--- config.mk ---
export PLATFORM = sky130hd
export DESIGN_NAME = mode_select
export DESIGN_NICKNAME = d
export VERILOG_FILES = /design/src/rtl/mode_select.sv
export SDC_FILE = /design/constraint.sdc
export NUM_CORES = 1
export LEC_CHECK = 0
export BUFFER_PORTS_ARGS = -buffer_cell sky130_fd_sc_hd__buf_4
export CORE_ASPECT_RATIO = 1.4
export CORE_MARGIN = 5
export CORE_UTILIZATION = 35
export DETAILED_ROUTE_END_ITERATION = 10
export PLACE_DENSITY = 0.55
export SYNTH_ARGS = -nofsm -noshare
export SYNTH_HDL_FRONTEND = slang
export SYNTH_SLANG_ARGS = --single-unit
--- constraint.sdc ---
create_clock -name clock -period 3.1 [get_ports clock]
set_clock_uncertainty 0.1 [all_clocks]
set_input_delay 0.465 -clock clock [delete_from_list [all_inputs] [get_ports clock]]
set_output_delay 0.465 -clock clock [all_outputs]
set_load 0.01 [all_outputs]
--- src/rtl/mode_select.sv ---
// Debounced board-switch mode selector: synchronises and debounces the switch
// code, then applies a valid new mode only at the start of a video frame.
module mode_select #(
    parameter int DEBOUNCE_CYCLES = 250000,
    parameter int MAX_MODE        = 4
) (
    input  logic       clock,
    input  logic       reset,
    input  logic [2:0] chaves,
    input  logic       vsync,
    output logic [2:0] modo,
    output logic       mudou,
    output logic       erro
);

    localparam int             CNT_W    = (DEBOUNCE_CYCLES > 1) ? $clog2(DEBOUNCE_CYCLES) : 1;
    localparam logic [CNT_W-1:0] CNT_MAX  = CNT_W'(DEBOUNCE_CYCLES - 1);
    localparam logic [2:0]     MAX_CODE = 3'(MAX_MODE);

    typedef enum logic [1:0] {
        ESTAVEL  = 2'd0,
        PENDENTE = 2'd1,
        APLICA   = 2'd2
    } state_t;

    logic [2:0]       sync_d;
    logic [2:0]       sync_q;
    logic [2:0]       candidate;
    logic [CNT_W-1:0] cnt;
    logic [2:0]       estavel;
    logic             vsync_reg;
    logic             vs_fall;
    state_t           state_reg;

    always_ff @(posedge clock or negedge reset) begin
        if (!reset) begin
            sync_d <= '0;
            sync_q <= '0;
        end else begin
            sync_d <= chaves;
            sync_q <= sync_d;
        end
    end

    // Any change of the synchronised value restarts the stability count;
    // once saturated, the counter parks and estavel simply tracks candidate.
    always_ff @(posedge clock or negedge reset) begin
        if (!reset) begin
            candidate <= '0;
            cnt       <= '0;
            estavel   <= '0;
        end else if (sync_q != candidate) begin
            candidate <= sync_q;
            cnt       <= '0;
        end else if (cnt != CNT_MAX) begin
            cnt <= cnt + CNT_W'(1);
        end else begin
            estavel <= candidate;
        end
    end

    assign erro = (estavel > MAX_CODE);

    always_ff @(posedge clock or negedge reset) begin
        if (!reset) begin
            vsync_reg <= 1'b1;
        end else begin
            vsync_reg <= vsync;
        end
    end

    assign vs_fall = vsync_reg & ~vsync;

    // modo and mudou are loaded on the edge entering APLICA, so both show
    // their new values during the APLICA cycle itself.
    always_ff @(posedge clock or negedge reset) begin
        if (!reset) begin
            state_reg <= ESTAVEL;
            modo      <= '0;
            mudou     <= 1'b0;
        end else begin
            case (state_reg)
                ESTAVEL: begin
                    mudou <= 1'b0;
                    if (estavel != modo && !erro) begin
                        state_reg <= PENDENTE;
                    end
                end
                PENDENTE: begin
                    if (estavel == modo || erro) begin
                        state_reg <= ESTAVEL;
                    end else if (vs_fall) begin
                        state_reg <= APLICA;
                        modo      <= estavel;
                        mudou     <= 1'b1;
                    end
                end
                APLICA: begin
                    mudou     <= 1'b0;
                    state_reg <= ESTAVEL;
                end
                default: begin
                    mudou     <= 1'b0;
                    state_reg <= ESTAVEL;
                end
            endcase
        end
    end

endmodule

## After elaboration in Yosys (flattened, before gate mapping)

Cells that the tools add are included.

- Flip-flop bits (word level): 37
- Output and inout bits: 5
- Logic and storage cells: 43

- Add/subtract/negate cells: 1
- $lt $le $gt $ge: 1
- Equal/unequal tests: 9
- Multiplexer cells: 9
- Bitwise logic cells: 5
- Reductions and logical operators: 9

Operator list:

| cell | count |
|---|---|
| 18-bit two-way mux | 2 |
| 18-bit by 1-bit adder with 18-bit output (second input constant) | 1 |
| 18-bit inequality test (second input constant) | 1 |
| 2-bit two-way mux | 3 |
| 2-bit inequality test (second input constant) | 3 |
| 3-bit inequality test | 2 |
| 2-bit AND reduction | 3 |
| 1-bit inverter | 4 |
| 2-bit case mux with 2 select lines | 1 |
| 3-bit equality test | 1 |
| 3-bit > comparator (second input constant) | 1 |
| 1-bit two-way mux | 3 |
| 3-bit inequality test (second input constant) | 1 |
| 3-bit AND reduction | 1 |
| 2-bit by 1-bit equality test with 1-bit output (second input constant) | 1 |
| 2-bit logical NOT | 1 |
| 2-bit nonzero test | 1 |
| 1-bit AND | 1 |
| 1-bit logical AND | 1 |
| 1-bit logical NOT | 1 |
| 1-bit logical OR | 1 |

## Logic depth before layout (Yosys ltp)

- Depth after elaboration: 5
- Mapped depth: 5

## Worst setup path after synthesis

OpenSTA, ideal clock, no wires.

- Kind: register to register
- Start point: register candidate[0]
- End point: register estavel[0]
- Data arrival time: 1.647 ns
- Required time: 2.875 ns
- Slack: 1.228 ns
- Stages on the path, launching flop included: 6
- Path buffers: 1
- Cells stage by stage: dfrtp_1 > xor2_1 > or3_1 > clkbuf_1 > nor3_2 > mux2_2

- Cells in the longest elaborated chain, start to end: 3

Ends and longest elaborated chain:

| element | line | RTL |
|---|---|---|
| start: declaration | 28 | `logic [2:0] candidate;` |
| start signal: assignment | 53 | `candidate <= sync_q;` |
| 3-bit inequality test | 52 | `end else if (sync_q != candidate) begin` |
| 1-bit inverter (no source line) | - |  |
| 2-bit AND reduction (no source line) | - |  |
| end signal: assignment | 58 | `estavel <= candidate;` |
| end: declaration | 30 | `logic [2:0] estavel;` |

Parallel ways exist; a longest one is shown, timed or not.
A chain may end at the register's enable or synchronous reset.

## Worst setup path after layout

Same ends and word-level chain as after synthesis.

==> results.sh <==
export IMPL_synthDistinctLibCells=39
export IMPL_clock_path_buffers=2
export IMPL_largest_reg_flops=18
export IMPL_routedWlPerCell_um=13.4
export IMPL_power_uw=876
export IMPL_core_area_um2=4770
export IMPL_required_ns=3.18
export IMPL_dr_first_iter_drc_count=22
export IMPL_max_cap_violations=0
export IMPL_arrival_ns=2.20
export IMPL_die_x_um=68.7
export IMPL_ant_nets=0
export IMPL_synthCells=153
export IMPL_crit_path_cell_trace="xor2_1 -> or3_1 -> nor3_2 -> mux2_2"
export IMPL_area_growth_pct=13.2
export IMPL_min_path_type="in2async"
export IMPL_leakage_uw=0.000792
export IMPL_syn_nets=160
export IMPL_r2r_start="candidate[0]$_DFFE_PN0N_"
export IMPL_p_switching_uw=214
export IMPL_cts_resized=0
export IMPL_combPwrFrac_pct=3.4
export IMPL_async_reset_ff_share_pct=100
export IMPL_cts_sinks=37
export IMPL_powerDensity_nw_per_um2=458
export IMPL_vias=1183
export IMPL_setup_violations=0
export IMPL_synth_ff_type="dfrtp_1"
export IMPL_start_util_pct=35.4
export IMPL_port_buffers=10
export IMPL_post_cts_repair_setup_buffers=0
export IMPL_netlist_area_um2=1690
export IMPL_fp_dieArea_um2=6330
export IMPL_clk_pin_slew_worst_paths_ns=0.08
export IMPL_grt_antenna_before_repair=0
export IMPL_fp_dieH_um=92.2
export IMPL_ys_seq_area_share_pct=54.9
export IMPL_cts_tree="yes"
export IMPL_tightest_slew_ns=0.941
export IMPL_cts_buffers=5
export IMPL_diodes=0
export IMPL_io_pin_count=11
export IMPL_fmax_ghz=0.473
export IMPL_slowest_stage="or3_1"
export IMPL_rows=30
export IMPL_ys_warn_count=0
export IMPL_cp_startpoint="candidate[0]$_DFFE_PN0N_"
export IMPL_intPower_uw=662
export IMPL_p_seq_share_pct=56.6
export IMPL_rsz0062_at_grt="no"
export IMPL_yosysTopAreaCell="dfrtp_1"
export IMPL_synth_edff_count=0
export IMPL_cts_htree_levels=2
export IMPL_grt_ovfl_total=0
export IMPL_synth_most_common_cell="dfrtp_1"
export IMPL_swShare_pct=24.4
export IMPL_grt_pass1_wl_mm=5.37
export IMPL_grt_max_degree=38
export IMPL_cp_max_fo=15
export IMPL_synth_area_top_cells="dfrtp_1, mux2_2, xnor2_1"
export IMPL_crit_type="reg2reg"
export IMPL_drc=0
export IMPL_yosys_register_bits=37
export IMPL_first_pass_iters=4
export IMPL_power_share_clock_pct=40.0
export IMPL_holdBufCountCts=0
export IMPL_status="finished, final reports clean"
export IMPL_yosys_area_top_type_share_pct=53.3
export IMPL_max_stage_delay_ns=0.62
export IMPL_nNetsFinal=172
export IMPL_track_usage_pct=11.3
export IMPL_fin_tns_setup_ns=0
export IMPL_cts_root_buf="clkbuf_8"
export IMPL_drt_wl_total_mm=3.08
export IMPL_ir_worst_vdd_v=0.000267
export IMPL_top_register="cnt"
export IMPL_place_gp_congestion=0.767
export IMPL_fin_crit_sh_pct=68.3
export IMPL_vias_per_cell=5.14
export IMPL_end_kind="flip-flop"
export IMPL_fin_crit_ns=2.12
export IMPL_post_dp_hpwl_mm=2.20
export IMPL_grt_pass1_vias=1205
export IMPL_final_hold_viol_count=0
export IMPL_synth_area_per_cell_um2=11.0
export IMPL_crit_path_start_kind="flip-flop"
export IMPL_slew_violations=0
export IMPL_slew_headroom_pct=36.8
export IMPL_worst_skew_pair_late_latency_ns=0.30
export IMPL_drive_gt1_share_pct=18.7
export IMPL_ys_top_cells_by_count="dfrtp_1, nand2_1, a21oi_1"
final timing paths:
check	to	cells past startpoint	slack, ns
setup / recovery	estavel[0]$_DFFE_PN0P_	4	0.98
hold / removal	state_reg[1]$_DFFE_PN0P_	1	0.02
setup reg to reg	estavel[0]$_DFFE_PN0P_	4	0.98
max in group asynchronous	vsync_reg$_DFF_PN1_	1	2.54
hold reg to reg	sync_q[2]$_DFF_PN0_	0	0.25
min in group clock	sync_d[1]$_DFF_PN0_	1	0.17
cells in the final DEF, fill, tap and decap left out, types with 4 or more instances in the layout:
master and n:
nand3_1 7, nor3_1 7, clkbuf_8 5, xnor2_1 6, a21oi_1 8, o21ai_0 6, dfrtp_1 36, mux2_2 6
or3_1 4, xor2_1 4, nor2_1 7, buf_4 10, nand2_1 11
stage by stage:
step / std cells / hold WS [ns] / area [um^2] / setup WS, ns / util [%]
after global placement: 222 / 0.233 / 1820 / 1.03 / 38.1
after detailed placement: 222 / 0.236 / 1820 / 0.972 / 38.1
after floorplan: 153 / 0.0694 / 1690 / 1.23 / -
final: 230 / 0.0159 / 1910 / 0.984 / 40.1
after global routing: 230 / 0.0439 / 1910 / 0.867 / 40.1
after CTS: 230 / 0.0255 / 1910 / 0.949 / 40.1
metal layers:
metal  share of wire (%)  GRT usage, %  wire, um  vias to the layer above
met5                   0             0         0                        -
met4                 2.0          5.20        61                        0
met3                 3.5          3.68       109                        6
met2                  50          17.9      1550                       15
met1                  44          13.6      1360                      584
li1                    -             -         -                      578
cell families (layout without fill, tap and decap cells):
family	Yosys count	in the layout	synth area share (%)
and+or+nand+nor	67	67	23.9
DFF	37	37	54.9
AOI/OAI and AO/OA	21	21	7.33
xor gates and xnor gates	10	10	5.18
muxes	9	9	5.78
buffers and inverters	8	21	2.22
adders and majority gates	1	1	0.741
power groups by stage:
stage	sequential [uW]	combinational [uW]	clock, uW
after floorplan	504	16.0	0
after global placement	505	30.1	0
after detailed placement	505	31.0	0
after CTS	496	31.2	364
after global routing	497	34.5	389
final	496	29.7	351
area by class of cell:
cell class	instances	area [um^2]
Clock buffer	5	68.8
Tap cell	64	80.1
Timing Repair Buffer	10	75.1
Fill cell	483	2860
Sequential cell	37	927
Inverter	3	11.3
Multi-Input combinational cell	108	724
Clock inverter	3	25.0
worst max-delay path: cells and delay by family, from the launching register on:
kind | cells | cell delay [ns]
flip-flops | 1 | 0.39
XOR/XNOR | 1 | 0.17
multiplexers | 1 | 0.37
AND/OR/NAND/NOR | 2 | 0.97
(Power assumes the default switching activity.)
